[src/rtl/riscv_pkg.sv]
// Shared pipeline definitions: writeback select encodings, memory-stage FSM states
// and the default datapath width.
package riscv_pkg;

    localparam int unsigned XLEN_DEFAULT = 32;

    localparam logic [1:0] RES_ALU = 2'b00;
    localparam logic [1:0] RES_MEM = 2'b01;
    localparam logic [1:0] RES_PC4 = 2'b10;

    typedef enum logic [0:0] {
        IDLE,
        WAIT_RSP
    } mem_state_t;

endpackage

[src/rtl/mem_stage.sv]
// Memory pipeline stage: word loads/stores over a valid/ready bus with a separate
// response strobe, stalls upstream while an access is outstanding, feeds writeback.
module mem_stage
    import riscv_pkg::*;
#(
    parameter int unsigned XLEN        = XLEN_DEFAULT,
    parameter int unsigned RSP_TIMEOUT = 255
) (
    input  logic            clk,
    input  logic            reset,
    input  logic [XLEN-1:0] in_alu_result,
    input  logic [XLEN-1:0] in_write_data,
    input  logic [XLEN-1:0] in_pc_plus_4,
    input  logic [4:0]      in_rd,
    input  logic [1:0]      in_result_src,
    input  logic            in_mem_write,
    input  logic            in_mem_read,
    input  logic            in_reg_write,
    output logic [XLEN-1:0] fwd_alu_data,
    output logic            mem_stall,
    output logic            dmem_req_valid,
    input  logic            dmem_req_ready,
    output logic            dmem_we,
    output logic [XLEN-1:0] dmem_addr,
    output logic [XLEN-1:0] dmem_wdata,
    input  logic            dmem_rsp_valid,
    input  logic [XLEN-1:0] dmem_rdata,
    output logic [XLEN-1:0] wb_alu_result,
    output logic [XLEN-1:0] wb_read_data,
    output logic [XLEN-1:0] wb_pc_plus_4,
    output logic [4:0]      wb_rd,
    output logic [1:0]      wb_result_src,
    output logic            wb_reg_write,
    output logic            mem_err
);

    localparam int unsigned CW = $clog2(RSP_TIMEOUT + 1);
    localparam logic [CW-1:0] CNT_LAST = CW'(RSP_TIMEOUT - 1);

    mem_state_t    state_q, state_d;
    logic [CW-1:0] cnt_q, cnt_d;
    logic          access, misaligned, is_store;
    logic          complete, read_done, err_d;

    assign access       = in_mem_read | in_mem_write;
    assign misaligned   = access & (in_alu_result[1:0] != 2'b00);
    assign is_store     = in_mem_write & ~in_mem_read;
    assign fwd_alu_data = in_alu_result;
    assign dmem_addr    = in_alu_result;
    assign dmem_wdata   = in_write_data;
    assign dmem_we      = is_store;

    always_comb begin
        state_d        = state_q;
        cnt_d          = cnt_q;
        dmem_req_valid = 1'b0;
        mem_stall      = 1'b0;
        complete       = 1'b0;
        read_done      = 1'b0;
        err_d          = 1'b0;
        unique case (state_q)
            IDLE: begin
                if (!access) begin
                    complete = 1'b1;
                end else if (misaligned) begin
                    err_d = 1'b1;
                end else begin
                    dmem_req_valid = 1'b1;
                    if (dmem_req_ready && is_store) begin
                        complete = 1'b1;
                    end else begin
                        mem_stall = 1'b1;
                        if (dmem_req_ready) begin
                            state_d = WAIT_RSP;
                            cnt_d   = '0;
                        end
                    end
                end
            end
            WAIT_RSP: begin
                // A response arriving on the timeout cycle still completes the load.
                if (dmem_rsp_valid) begin
                    read_done = 1'b1;
                    complete  = 1'b1;
                    state_d   = IDLE;
                end else if (cnt_q == CNT_LAST) begin
                    err_d   = 1'b1;
                    state_d = IDLE;
                end else begin
                    cnt_d     = cnt_q + CW'(1);
                    mem_stall = 1'b1;
                end
            end
            default: state_d = IDLE;
        endcase
    end

    always_ff @(posedge clk) begin
        if (reset) begin
            state_q       <= IDLE;
            cnt_q         <= '0;
            wb_alu_result <= '0;
            wb_read_data  <= '0;
            wb_pc_plus_4  <= '0;
            wb_rd         <= '0;
            wb_result_src <= '0;
            wb_reg_write  <= 1'b0;
            mem_err       <= 1'b0;
        end else begin
            state_q <= state_d;
            cnt_q   <= cnt_d;
            mem_err <= err_d;
            if (complete) begin
                wb_alu_result <= in_alu_result;
                wb_pc_plus_4  <= in_pc_plus_4;
                wb_rd         <= in_rd;
                wb_result_src <= in_result_src;
                wb_reg_write  <= in_reg_write;
            end else begin
                // Bubble: stall, misaligned or aborted access.
                wb_rd        <= '0;
                wb_reg_write <= 1'b0;
            end
            if (read_done) begin
                wb_read_data <= dmem_rdata;
            end
        end
    end

endmodule

[config.mk]
export PLATFORM = sky130hd
export DESIGN_NAME = mem_stage
export DESIGN_NICKNAME = d
export VERILOG_FILES = /design/src/rtl/riscv_pkg.sv /design/src/rtl/mem_stage.sv
export SDC_FILE = /design/constraint.sdc
export NUM_CORES = 1
export LEC_CHECK = 0
export ABC_AREA = 1
export BUFFER_PORTS_ARGS = -buffer_cell sky130_fd_sc_hd__buf_4
export CORE_AREA = 4 4 131 133
export CTS_CLUSTER_SIZE = 40
export DETAILED_ROUTE_END_ITERATION = 8
export DIE_AREA = 0 0 135 137
export PLACE_DENSITY = 0.59
export SYNTH_ARGS = -nofsm -noshare
export SYNTH_HDL_FRONTEND = slang
export SYNTH_SLANG_ARGS = --single-unit
[constraint.sdc]
create_clock -name clk -period 3.25 [get_ports clk]
set_input_delay 0.325 -clock clk [delete_from_list [all_inputs] [get_ports clk]]
set_output_delay 0.325 -clock clk [all_outputs]
set_load 0.02 [all_outputs]
# After elaboration in Yosys (flattened, before gate mapping)

Index checks and enable logic that the tools add are counted.

Flip-flop bits (word level): 114
Bits of input ports: 142
Word-level logic and storage cells: 59

Add/sub/neg operators: 1
Eq/ne operators: 7
Mux-type cells: 32
Bitwise operators: 6
Reduce and logical (&&, ||, !) cells: 4

Operator list:

| kind                  | count |
|---|---|
| $mux W8               | 6 |
| $mux W1               | 21 |
| $pmux W8 S2           | 1 |
| $ne A2 B2 Y1 const B  | 6 |
| $add A8 B1 Y8 const B | 1 |
| $eq A8 B8 Y1 const B  | 1 |
| $pmux W1 S2           | 4 |
| $reduce_and A6 Y1     | 1 |
| $not A1 Y1            | 3 |
| $and A1 B1 Y1         | 2 |
| $reduce_bool A2 Y1    | 1 |
| $reduce_or A2 Y1      | 1 |
| $logic_and A1 B1 Y1   | 1 |
| $or A1 B1 Y1          | 1 |

# Longest topological paths before layout

Gate-level depths: netlist of run 1.

Depth in word-level cells: 9
Depth in mapped cells: 11
Gate-level depth less buffers: 10

# Worst setup path before layout of run 1

OpenSTA, ideal clock, no wires.

Path type: in2out
From: in in_mem_write
To: out mem_stall
Arrival time: 1.456 ns
Data required time: 2.925 ns
Setup slack: 1.469 ns
Stages: 4
Buffers on the path: 0
Path through: inv_1 nand2_1 nor3b_1 a32o_1

Longest elaborated chain between the ends: 6
Elaborated cells between the ends (all ways): 8

Ends and longest elaborated chain:

| element             | line            | text |
|---|---|---|
| from (decl)         | mem_stage.sv:16 | `input logic in_mem_write,` |
| $and A1 B1 Y1       | mem_stage.sv:47 | `assign is_store = in_mem_write & ~in_mem_read;` |
| $logic_and A1 B1 Y1 | mem_stage.sv:69 | `if (dmem_req_ready && is_store) begin` |
| $mux W1             | mem_stage.sv:69 |  |
| $mux W1             | mem_stage.sv:65 | `end else if (misaligned) begin` |
| $mux W1 *           | mem_stage.sv:63 | `if (!access) begin` |
| $pmux W1 S2 *       | mem_stage.sv:61 | `unique case (state_q)` |
| to (decl)           | mem_stage.sv:20 | `output logic mem_stall,` |

Every way passes the cells marked *; elsewhere a longest branch is shown, timed or not.

# Final worst setup path of run 1

From: reg state_q
To: out mem_stall

Longest elaborated chain between the ends: 2

Ends and longest elaborated chain:

| element                | line             | text |
|---|---|---|
| from (decl)            | mem_stage.sv:40  | `mem_state_t state_q, state_d;` |
| from (signal assigned) | mem_stage.sv:110 | `state_q <= state_d;` |
| $not A1 Y1             | -                |  |
| $pmux W1 S2 *          | mem_stage.sv:61  |  |

Marked as above.

==> results of run 1 <==
[cell usage after synthesis]
library cell / instances
nand3_1: 6
a32o_1: 1
nor3b_1: 3
nor2_4: 2
o21bai_1: 1
o21ai_1: 12
clkbuf_1: 16
inv_4: 1
inv_2: 3
nand4_1: 2
ha_1: 2
inv_1: 17
nor2_2: 3
buf_6: 4
nand2_1: 19
xor2_1: 1
o21ai_2: 1
dfxtp_1: 114
nor3_1: 1
nand2_4: 1
buf_2: 6
o21ai_0: 91
a21oi_1: 8
or2_2: 1
a21oi_2: 2
nand2_2: 6
buf_4: 102
nor2_1: 216
[flip-flops by register name, summed over array words and instances (netlist names)]
| name | flops |
|---|---|
| wb_pc_plus_4 | 32 |
| wb_read_data | 32 |
| wb_alu_result | 32 |
| wb_reg_write | 1 |
| cnt_q | 8 |
| mem_err | 1 |
| wb_result_src | 2 |
| state_q | 1 |
| wb_rd | 5 |
[layer usage]
layer / routed length, um / GRT usage (%) / up-vias
met5: 0 / 0 / -
li1: - / - / 2296
met2: 6970 / 24.6 / 216
met4: 126 / 4.48 / 0
met1: 6480 / 19.2 / 2043
met3: 1310 / 5.15 / 9
[report_power, final]
| group | total, uW | leakage, uW | switching [uW] | internal (uW) |
|---|---|---|---|---|
| Clock | 1820 | 0.000278 | 676 | 1140 |
| Sequential | 1550 | 0.000936 | 52.9 | 1500 |
| Combinational | 764 | 0.00217 | 437 | 326 |
[worst min-delay path: stages]
cell,delay (ps)
buf_4,80
inv_1,30
nor2_1,70
[cell families (layout without fill, tap and decap cells)]
family / count (synthesis) / after routing
AO/OA/AOI/OAI: 116 / 116
flip-flops: 114 / 114
XOR/XNOR: 1 / 1
buffers and inverters: 149 / 337
AND/OR/NAND/NOR: 260 / 260
adder cells (fa/ha/maj): 2 / 2
[area by class of cell]
type                            instances  area [sq um]
Timing Repair Buffer                  285          2150
Clock buffer                           18           439
Inverter                               21          81.3
Fill cell                            1639          8780
Multi-Input combinational cell        379          1680
Sequential cell                       114          2280
Tap cell                              216           270
Clock inverter                         13           138
[metrics by stage]
step | util [%] | cells | worst slack [ps]
4_1_cts | 44.5 | 1046 | 1160
2_1_floorplan | - | 642 | 1470
3_3_place_gp | 40.9 | 1015 | 1250
3_5_place_dp | 40.9 | 1015 | 1200
5_1_grt | 44.5 | 1046 | 981
6_report | 44.5 | 1046 | 1200
[how the worst min path moves through the flow]
stage / start / endpoint / cells after the start
2_1_floorplan: reset / cnt_q[2]$_SDFFE_PP0P_ / 1
3_5_place_dp: wb_read_data[1]$_SDFFE_PP0P_ / wb_read_data[1]$_SDFFE_PP0P_ / 2
3_3_place_gp: wb_read_data[8]$_SDFFE_PP0P_ / wb_read_data[8]$_SDFFE_PP0P_ / 2
4_1_cts: in_rd[2] / wb_rd[2]$_SDFF_PP0_ / 3
6_report: in_rd[2] / wb_rd[2]$_SDFF_PP0_ / 3
5_1_grt: in_pc_plus_4[31] / wb_pc_plus_4[31]$_SDFFE_PP0P_ / 3
[cell usage in the layout, fill, tap and decap left out, types with 2 or more instances in the layout]
cell type   count
clkbuf_16      17
nor3b_1         3
ha_1            2
a21oi_2         2
inv_2           4
inv_1          16
nand2_1        19
bufinv_16       2
dfxtp_1       114
nor2_2          3
clkinv_2        4
nand2_2         6
nor2_4          2
nand3_1         6
nand4_1         2
buf_4         284
o21ai_0        91
clkinvlp_4      3
a21oi_1         8
clkinv_4        3
nor2_1        216
o21ai_1        12
==> flow_summary_export.csv, run 1 <==
group,metric,value,unit
synth,synthesis.area,4950,sq um
pwr,peakVddDrop,332,uV
clock_tree,cts_setup_buffers,0,
global_routing,grt_start_max_net_pins,65,
clock_tree,cts_tree,"done",
synth,synth_mux_area_share,0,%
timing,period_share,63.0,%
worst_setup_path,start_kind,"register",
clock_tree,root_buffer,"clkbuf_16",
timing,min_period,2050,ps
pwr,power_density,587,nW/um^2
worst_setup_path,crit_type,"register to output pin",
detailed_routing,drc,0,
floorplan,ioPinCount,346,
worst_setup_path,r2r-end,"wb_rd[1]$_SDFF_PP0_",
worst_setup_path,critical_path_arrival,1720,ps
pwr,fin_total_pwr,4140,uW
synth,synth_top_area_cell,"dfxtp_1",
detailed_routing,vias_per_cell,4.36,
floorplan,die_w,135,um
timing,worst_hold_slack,130,ps
detailed_routing,postRouteWirelength,14.9,mm
worst_setup_path,reg2reg_from,"state_q$_SDFF_PP0_",
global_routing,gr-total-overflow,0,
global_routing,grt_pass1_vias,4364,
layout,drive_gt1_share,40.6,%
floorplan,die_area,18500,sq um
timing,report.final.slew_viol_count,0,
run_status,status,"complete, no violations",
synth,synth_top_cell_area_share,46.1,%
layout,antenna_cells,0,
worst_setup_path,path_delay_family,"simple AND/OR/NAND/NOR gates",
worst_setup_path,critPathBufInv,1,
detailed_routing,first_pass_iters,4,
worst_setup_path,r2r_setup_slack,1230,ps
synth,yosysWarningCount,0,
place,placed_area,6470,sq um
clock_tree,ctsResizeCount,0,
timing,fmax,488,MHz
clock_tree,htreeDepth,4,
synth,seq_area_frac_synth,46.1,%
synth,synth.avg_cell_area,7.70,sq um
clock_tree,clk_latency,400,ps
worst_setup_path,path_cells,"nor3b_1, a32o_1, buf_4",
hold_path,hold_path_class,"input pin to register",
place,gp_congestion,0.821,
floorplan,core_region_area,15800,sq um
clock_tree,clockBufferDepth,2,
synth,synth_area_leaders,"dfxtp_1 46%, nor2_1 16%, buf_4 15%",
timing,setup_tns,0,ps
synth,synth-compound-area-share,12.1,%
synth,synth_top_family_by_area,"simple AND/OR/NAND/NOR gates",
timing,rsz0062_at_grt,"no",
worst_setup_path,slowest_delay,480,ps
clock_tree,postCtsHoldBufs,0,
synth,synth_xor_area_share,0.177,%
layout,area_growth,42.4,%
timing,slew-limit-headroom,54.2,%
timing,clock_skew,4.27,ps
worst_setup_path,crit_cells,3,
worst_setup_path,cp_data_required_time,2920,ps
synth,synth-simple-area-share,21.2,%
worst_setup_path,crit_path_end_kind,"output pin",
layout,finalNetCount,962,
synth,synth_fp_nets,786,
worst_setup_path,crit_start,"state_q$_SDFF_PP0_",
layout,final_cell_area,7040,sq um
detailed_routing,first_iter_violations,184,
global_routing,grt_pass1_wl,22.3,mm
worst_setup_path,reg2regPathDepth,7,
floorplan,start_util,31.2,%
worst_setup_path,crit_fanout,12,
synth,synth_adder_area_share,0.506,%
timing,worst_pin_slew,686,ps
timing,setup_viol,0,
detailed_routing,wl_per_cell,14.2,um
run,drv_cap,0,
floorplan,num_rows,46,
place,port-buffer-count,281,
floorplan,die_h,137,um
worst_setup_path,crit_end,"mem_stall",
detailed_routing,vias,4564,
clock_tree,cts.clk_slew.worst_paths,60,ps
clock_tree,numCtsBuffers,17,
global_routing,grt_util_all_layers,15.2,%
synth,ys_ff_latch,114,
place,hpwl,10.7,mm
worst_setup_path,cp_slowest_cell,"nor3b_1",
pwr,p_leak,0.00338,uW
synth,syn-instance-count,642,
clock_tree,clock_sinks,114,
detailed_routing,antenna_left,0,
global_routing,antenna_found_initial,0,
synth,synthDistinctLibCells,28,
timing,finalHoldViolations,0,
(Power assumes the default switching activity.)
==> run 2: changes to the inputs <==
- CORE_AREA: 4 4 131 133 -> 4 4 133 135
- DIE_AREA: 0 0 135 137 -> 0 0 137 139
- PLACE_DENSITY: 0.59 -> 0.57
- clock period: 3.25 -> 2.1 ns (I/O delays scaled with it)
==> flow_summary_export.csv, run 2 (synthesized netlist as in run 1, its figures left out) <==
group,metric,value,unit
clock_tree,numCtsBuffers,17,
global_routing,grt_pass1_vias,4507,
global_routing,grt_pass1_wl,22.6,mm
timing,report.final.slew_viol_count,0,
floorplan,core_region_area,16500,sq um
detailed_routing,wl_per_cell,14.0,um
timing,slew-limit-headroom,69.0,%
detailed_routing,first_pass_iters,4,
global_routing,antenna_found_initial,0,
pwr,p_clk_share,47.0,%
place,gp_congestion,0.801,
place,port-buffer-count,281,
timing,min_period,1900,ps
clock_tree,cts_setup_buffers,0,
place,hpwl,10.6,mm
clock_tree,ctsResizeCount,0,
worst_setup_path,reg2reg_from,"state_q$_SDFF_PP0_",
floorplan,die_area,19000,sq um
worst_setup_path,crit_type,"register to output pin",
global_routing,gr-total-overflow,0,
timing,fmax,526,MHz
detailed_routing,vias_per_cell,4.32,
pwr,p_sw,1840,uW
layout,area_growth,46.8,%
clock_tree,cts_tree,"done",
place,place_ws,337,ps
worst_setup_path,start_kind,"register",
worst_setup_path,crit_path_end_kind,"output pin",
clock_tree,htreeDepth,4,
layout,finalNetCount,975,
pwr,sw_frac_of_total,27.0,%
pwr,power_density,938,nW/um^2
floorplan,num_rows,47,
timing,finalHoldViolations,0,
run,drv_cap,0,
layout,drive_gt1_share,40.3,%
detailed_routing,first_iter_violations,153,
pwr,sequentialPowerShare,35.3,%
pwr,p_int,4970,uW
worst_setup_path,critical_path_arrival,1690,ps
layout,layout_common_cells,"286 x buf_4, 216 x nor2_1, 114 x dfxtp_1, 91 x o21ai_0, 19 x nand2_1",
timing,clock_skew,13.0,ps
timing,fin_ws,199,ps
worst_setup_path,crit_start,"cnt_q[0]$_SDFFE_PP0P_",
timing,setup_viol,0,
timing,period_share,90.5,%
timing,setup_tns,0,ps
clock_tree,root_buffer,"clkbuf_16",
timing,worst_pin_slew,465,ps
layout,fill_cells,1715,
layout,layout_commonest_cell,"buf_4",
run_status,status,"complete, no violations",
layout,reg.largest.list,"wb_alu_result: 32 flops, wb_pc_plus_4: 32 flops, wb_read_data: 32 flops",
detailed_routing,antenna_left,0,
clock_tree,clock_sinks,114,
hold_path,hold_path_class,"input pin to register",
hold_path,worstHoldStart,"in_pc_plus_4[10]",
global_routing,grt_start_max_net_pins,62,
floorplan,die_h,139,um
worst_setup_path,crit_fanout,4,
clock_tree,clockBufferDepth,2,
detailed_routing,vias,4591,
pwr,combPwrFrac,17.8,%
detailed_routing,postRouteWirelength,14.9,mm
timing,rsz0062_at_grt,"no",
floorplan,ioPinCount,346,
clock_tree,postCtsHoldBufs,10,
clock_tree,clk_latency,420,ps
pwr,peakVddDrop,519,uV
floorplan,die_w,137,um
layout,antenna_cells,0,
clock_tree,cts.clk_slew.worst_paths,60,ps
pwr,p_leak,0.00348,uW
detailed_routing,drc,0,
floorplan,start_util,30.0,%
worst_setup_path,cp_data_required_time,1890,ps
global_routing,grt_util_all_layers,15.1,%
[run 2: changes by cell type in the layout (fill, tap and decap cells not counted)]
cell / change
dlygate4sd3_1: +10
clkinv_2: -4
bufinv_16: +3
inv_6: +3
buf_4: +2
clkinvlp_4: -2
buf_12: +1
clkbuf_8: -1
clkinv_4: +1
[run 2: area by class of cell]
type                       instances  area, sq um  area share (%)
tap                              220          275            3.79
inverter                          21         81.3            1.12
sequential                       114         2280            31.4
timing repair buffer             298         2290            31.5
multi-input combinational        379         1680            23.2
clock inverter                    14          228            3.14
clock buffer                      17          425            5.86
[run 2: final timing paths]
kind,endpoint,slack (ps),cells past startpoint
max,mem_stall,200,7
min,wb_pc_plus_4[10]$_SDFFE_PP0P_,20,3
max reg2reg,wb_reg_write$_SDFF_PP0_,320,7
min reg2reg,wb_read_data[28]$_SDFFE_PP0P_,480,2
[run 2: layer usage]
metal	wire, um	vias up	global-route usage (%)
met3	1590	24	6.31
met2	6960	222	24.8
met5	0	-	0
li1	-	2322	-
met4	347	0	6.46
met1	5970	2023	17.0
[run 2: worst max-delay path, cell delays in order, from the launching register on]
cell and delay (ps):
dfxtp_1 330, inv_1 80, ha_1 140, inv_1 40, nor2_1 170, nand2_1 110, a32o_1 250, buf_4 160
[run 2: power groups by stage]
stage | Sequential, uW | Clock, uW | Combinational, uW
final | 2400 | 3200 | 1210
after detailed placement | 2450 | 0 | 1210
after CTS | 2400 | 3280 | 1230
after floorplan | 2630 | 0 | 597
after global placement | 2440 | 0 | 1210
after global routing | 2420 | 3370 | 1320
[run 2: through the flow]
stage          power [uW]  std cells  utilization, %  hold WS [ps]  instance area [sq um]
2_1_floorplan        3220        642               -           272                   4950
3_3_place_gp         3660       1022            39.5           420                   6510
4_1_cts              6910       1063            44.1          1.56                   7260
5_1_grt              7110       1063            44.1          11.9                   7260
6_report             6810       1063            44.1          17.1                   7260
3_5_place_dp         3660       1022            39.5           420                   6510
==> run 3: changes to the inputs <==
- CORE_AREA: 4 4 133 135 -> 2 2 135 137
- PLACE_DENSITY: 0.57 -> unset
==> flow_summary_export.csv, run 3 (synthesized netlist as in run 1, its figures left out) <==
group,metric,value,unit
pwr,power_density,926,nW/um^2
run,drv_cap,0,
place,place_inst,1033,
place,place_ws,430,ps
worst_setup_path,crit_path_end_kind,"output pin",
clock_tree,root_buffer,"clkbuf_16",
layout,multi_input_area,1680,sq um
timing,finalHoldViolations,0,
clock_tree,cts.clk_slew.worst_paths,50,ps
worst_setup_path,path_common_cell,"buf_4",
timing,rsz0062_at_grt,"no",
pwr,p_leak,0.00342,uW
global_routing,gr-max-usage-layer,"met2",
hold_path,hold_path_class,"input pin to register",
layout,area_growth,44.3,%
floorplan,die_h,139,um
floorplan,die_w,137,um
clock_tree,numCtsBuffers,17,
timing,fmax,515,MHz
clock_tree,htreeDepth,4,
floorplan,core_region_area,17700,sq um
place,placed_area,6520,sq um
worst_setup_path,path_cells,"buf_4, nor3b_1, a32o_1, buf_4",
worst_setup_path,critPathBufInv,2,
clock_tree,cts_tree,"done",
timing,worst_pin_slew,560,ps
worst_setup_path,start_kind,"register",
worst_setup_path,critical_path_arrival,1730,ps
layout,reg.largest.list,"wb_alu_result: 32 flops, wb_pc_plus_4: 32 flops, wb_read_data: 32 flops",
floorplan,start_util,28.0,%
layout,layout_common_cells,"289 x buf_4, 216 x nor2_1, 114 x dfxtp_1, 91 x o21ai_0, 19 x nand2_1",
worst_setup_path,path_delay_family,"simple AND/OR/NAND/NOR gates",
run_status,status,"complete, no violations",
place,hpwl,10.3,mm
global_routing,grt_start_max_net_pins,62,
detailed_routing,antenna_left,0,
layout,finalCoreUtilization,40.4,%
layout,fill_cells,1853,
global_routing,grt_util_all_layers,14.4,%
detailed_routing,vias,4538,
pwr,sequentialPowerShare,36.3,%
clock_tree,clk_latency,410,ps
pwr,p_clk_share,45.6,%
floorplan,ioPinCount,346,
pwr,combPwrFrac,18.1,%
global_routing,grt_pass1_vias,4093,
layout,finalNetCount,967,
clock_tree,clock_sinks,114,
global_routing,grt_util_met3,5.63,%
detailed_routing,drc,0,
layout,regArea,2280,sq um
detailed_routing,vias_per_cell,4.27,
pwr,peakVddDrop,499,uV
worst_setup_path,cp_slowest_cell,"nor3b_1",
worst_setup_path,slowest_delay,450,ps
timing,report.final.slew_viol_count,0,
detailed_routing,postRouteWirelength,14.4,mm
worst_setup_path,crit_fanout,11,
timing,setup_tns,0,ps
global_routing,antenna_found_initial,0,
timing,fin_ws,158,ps
detailed_routing,first_iter_violations,197,
global_routing,gr-usage-met1,16.4,%
global_routing,gr-total-overflow,0,
layout,antenna_cells,0,
layout,final_cell_area,7140,sq um
place,gp_congestion,0.793,
place,port-buffer-count,281,
timing,min_period,1940,ps
timing,slew-limit-headroom,62.7,%
clock_tree,cts_setup_buffers,0,
pwr,p_sw,1790,uW
worst_setup_path,crit_type,"register to output pin",
clock_tree,clockBufferDepth,2,
global_routing,met2_usage,24.0,%
floorplan,num_rows,49,
clock_tree,ctsResizeCount,0,
worst_setup_path,cp_data_required_time,1890,ps
detailed_routing,wl_per_cell,13.5,um
global_routing,grt_pass1_wl,21.3,mm
pwr,p_int,4820,uW
layout,drive_gt1_share,40.8,%
pwr,sw_frac_of_total,27.1,%
detailed_routing,first_pass_iters,4,
floorplan,die_area,19000,sq um
clock_tree,postCtsHoldBufs,0,
timing,setup_viol,0,
layout,finalNonFillerCells,1064,
timing,period_share,92.5,%
timing,clock_skew,7.81,ps
layout,layout_commonest_cell,"buf_4",
==> run 3: final timing paths <==
path                                start                      endpoint  slack (ps)  cells after the start
max                    state_q$_SDFF_PP0_                     mem_stall         160                      4
min                          in_reg_write       wb_reg_write$_SDFF_PP0_          20                      3
max reg2reg            state_q$_SDFF_PP0_           wb_rd[3]$_SDFF_PP0_         500                      7
min reg2reg  wb_read_data[9]$_SDFFE_PP0P_  wb_read_data[9]$_SDFFE_PP0P_         480                      2
==> run 3: layout make-up <==
type | count | share of cell area, %
repair buffers | 290 | 30.7
clock buffers | 18 | 6.01
well taps | 229 | 4.01
inverters | 21 | 1.14
clock inverters | 13 | 2.61
multi-input cells | 379 | 23.6
flip-flops and latches | 114 | 32.0
==> run 3: power groups by stage <==
stage	clock network, uW	logic, uW	registers (uW)
finish	3010	1190	2400
CTS	3100	1220	2400
floorplan	0	597	2630
global route	3210	1300	2420
global placement	0	1210	2440
detailed placement	0	1210	2450
==> run 3: worst min-delay path, delay by kind of cell <==
| kind | cells | cell delay [ps] |
|---|---|---|
| simple gates | 1 | 80 |
| buf+inv | 2 | 100 |
==> run 3: through the flow <==
stage	hold WS, ps	total power, uW
floorplan	272	3220
global placement	420	3660
detailed placement	420	3660
CTS	0.705	6720
global route	7.58	6920
finish	22.5	6610
==> run 3: layer usage <==
layer / part of all wire (%) / up-vias
met1: 40 / 2000
met3: 10 / 25
met4: 1.9 / 0
li1: - / 2306
met2: 47 / 207
met5: 0 / -
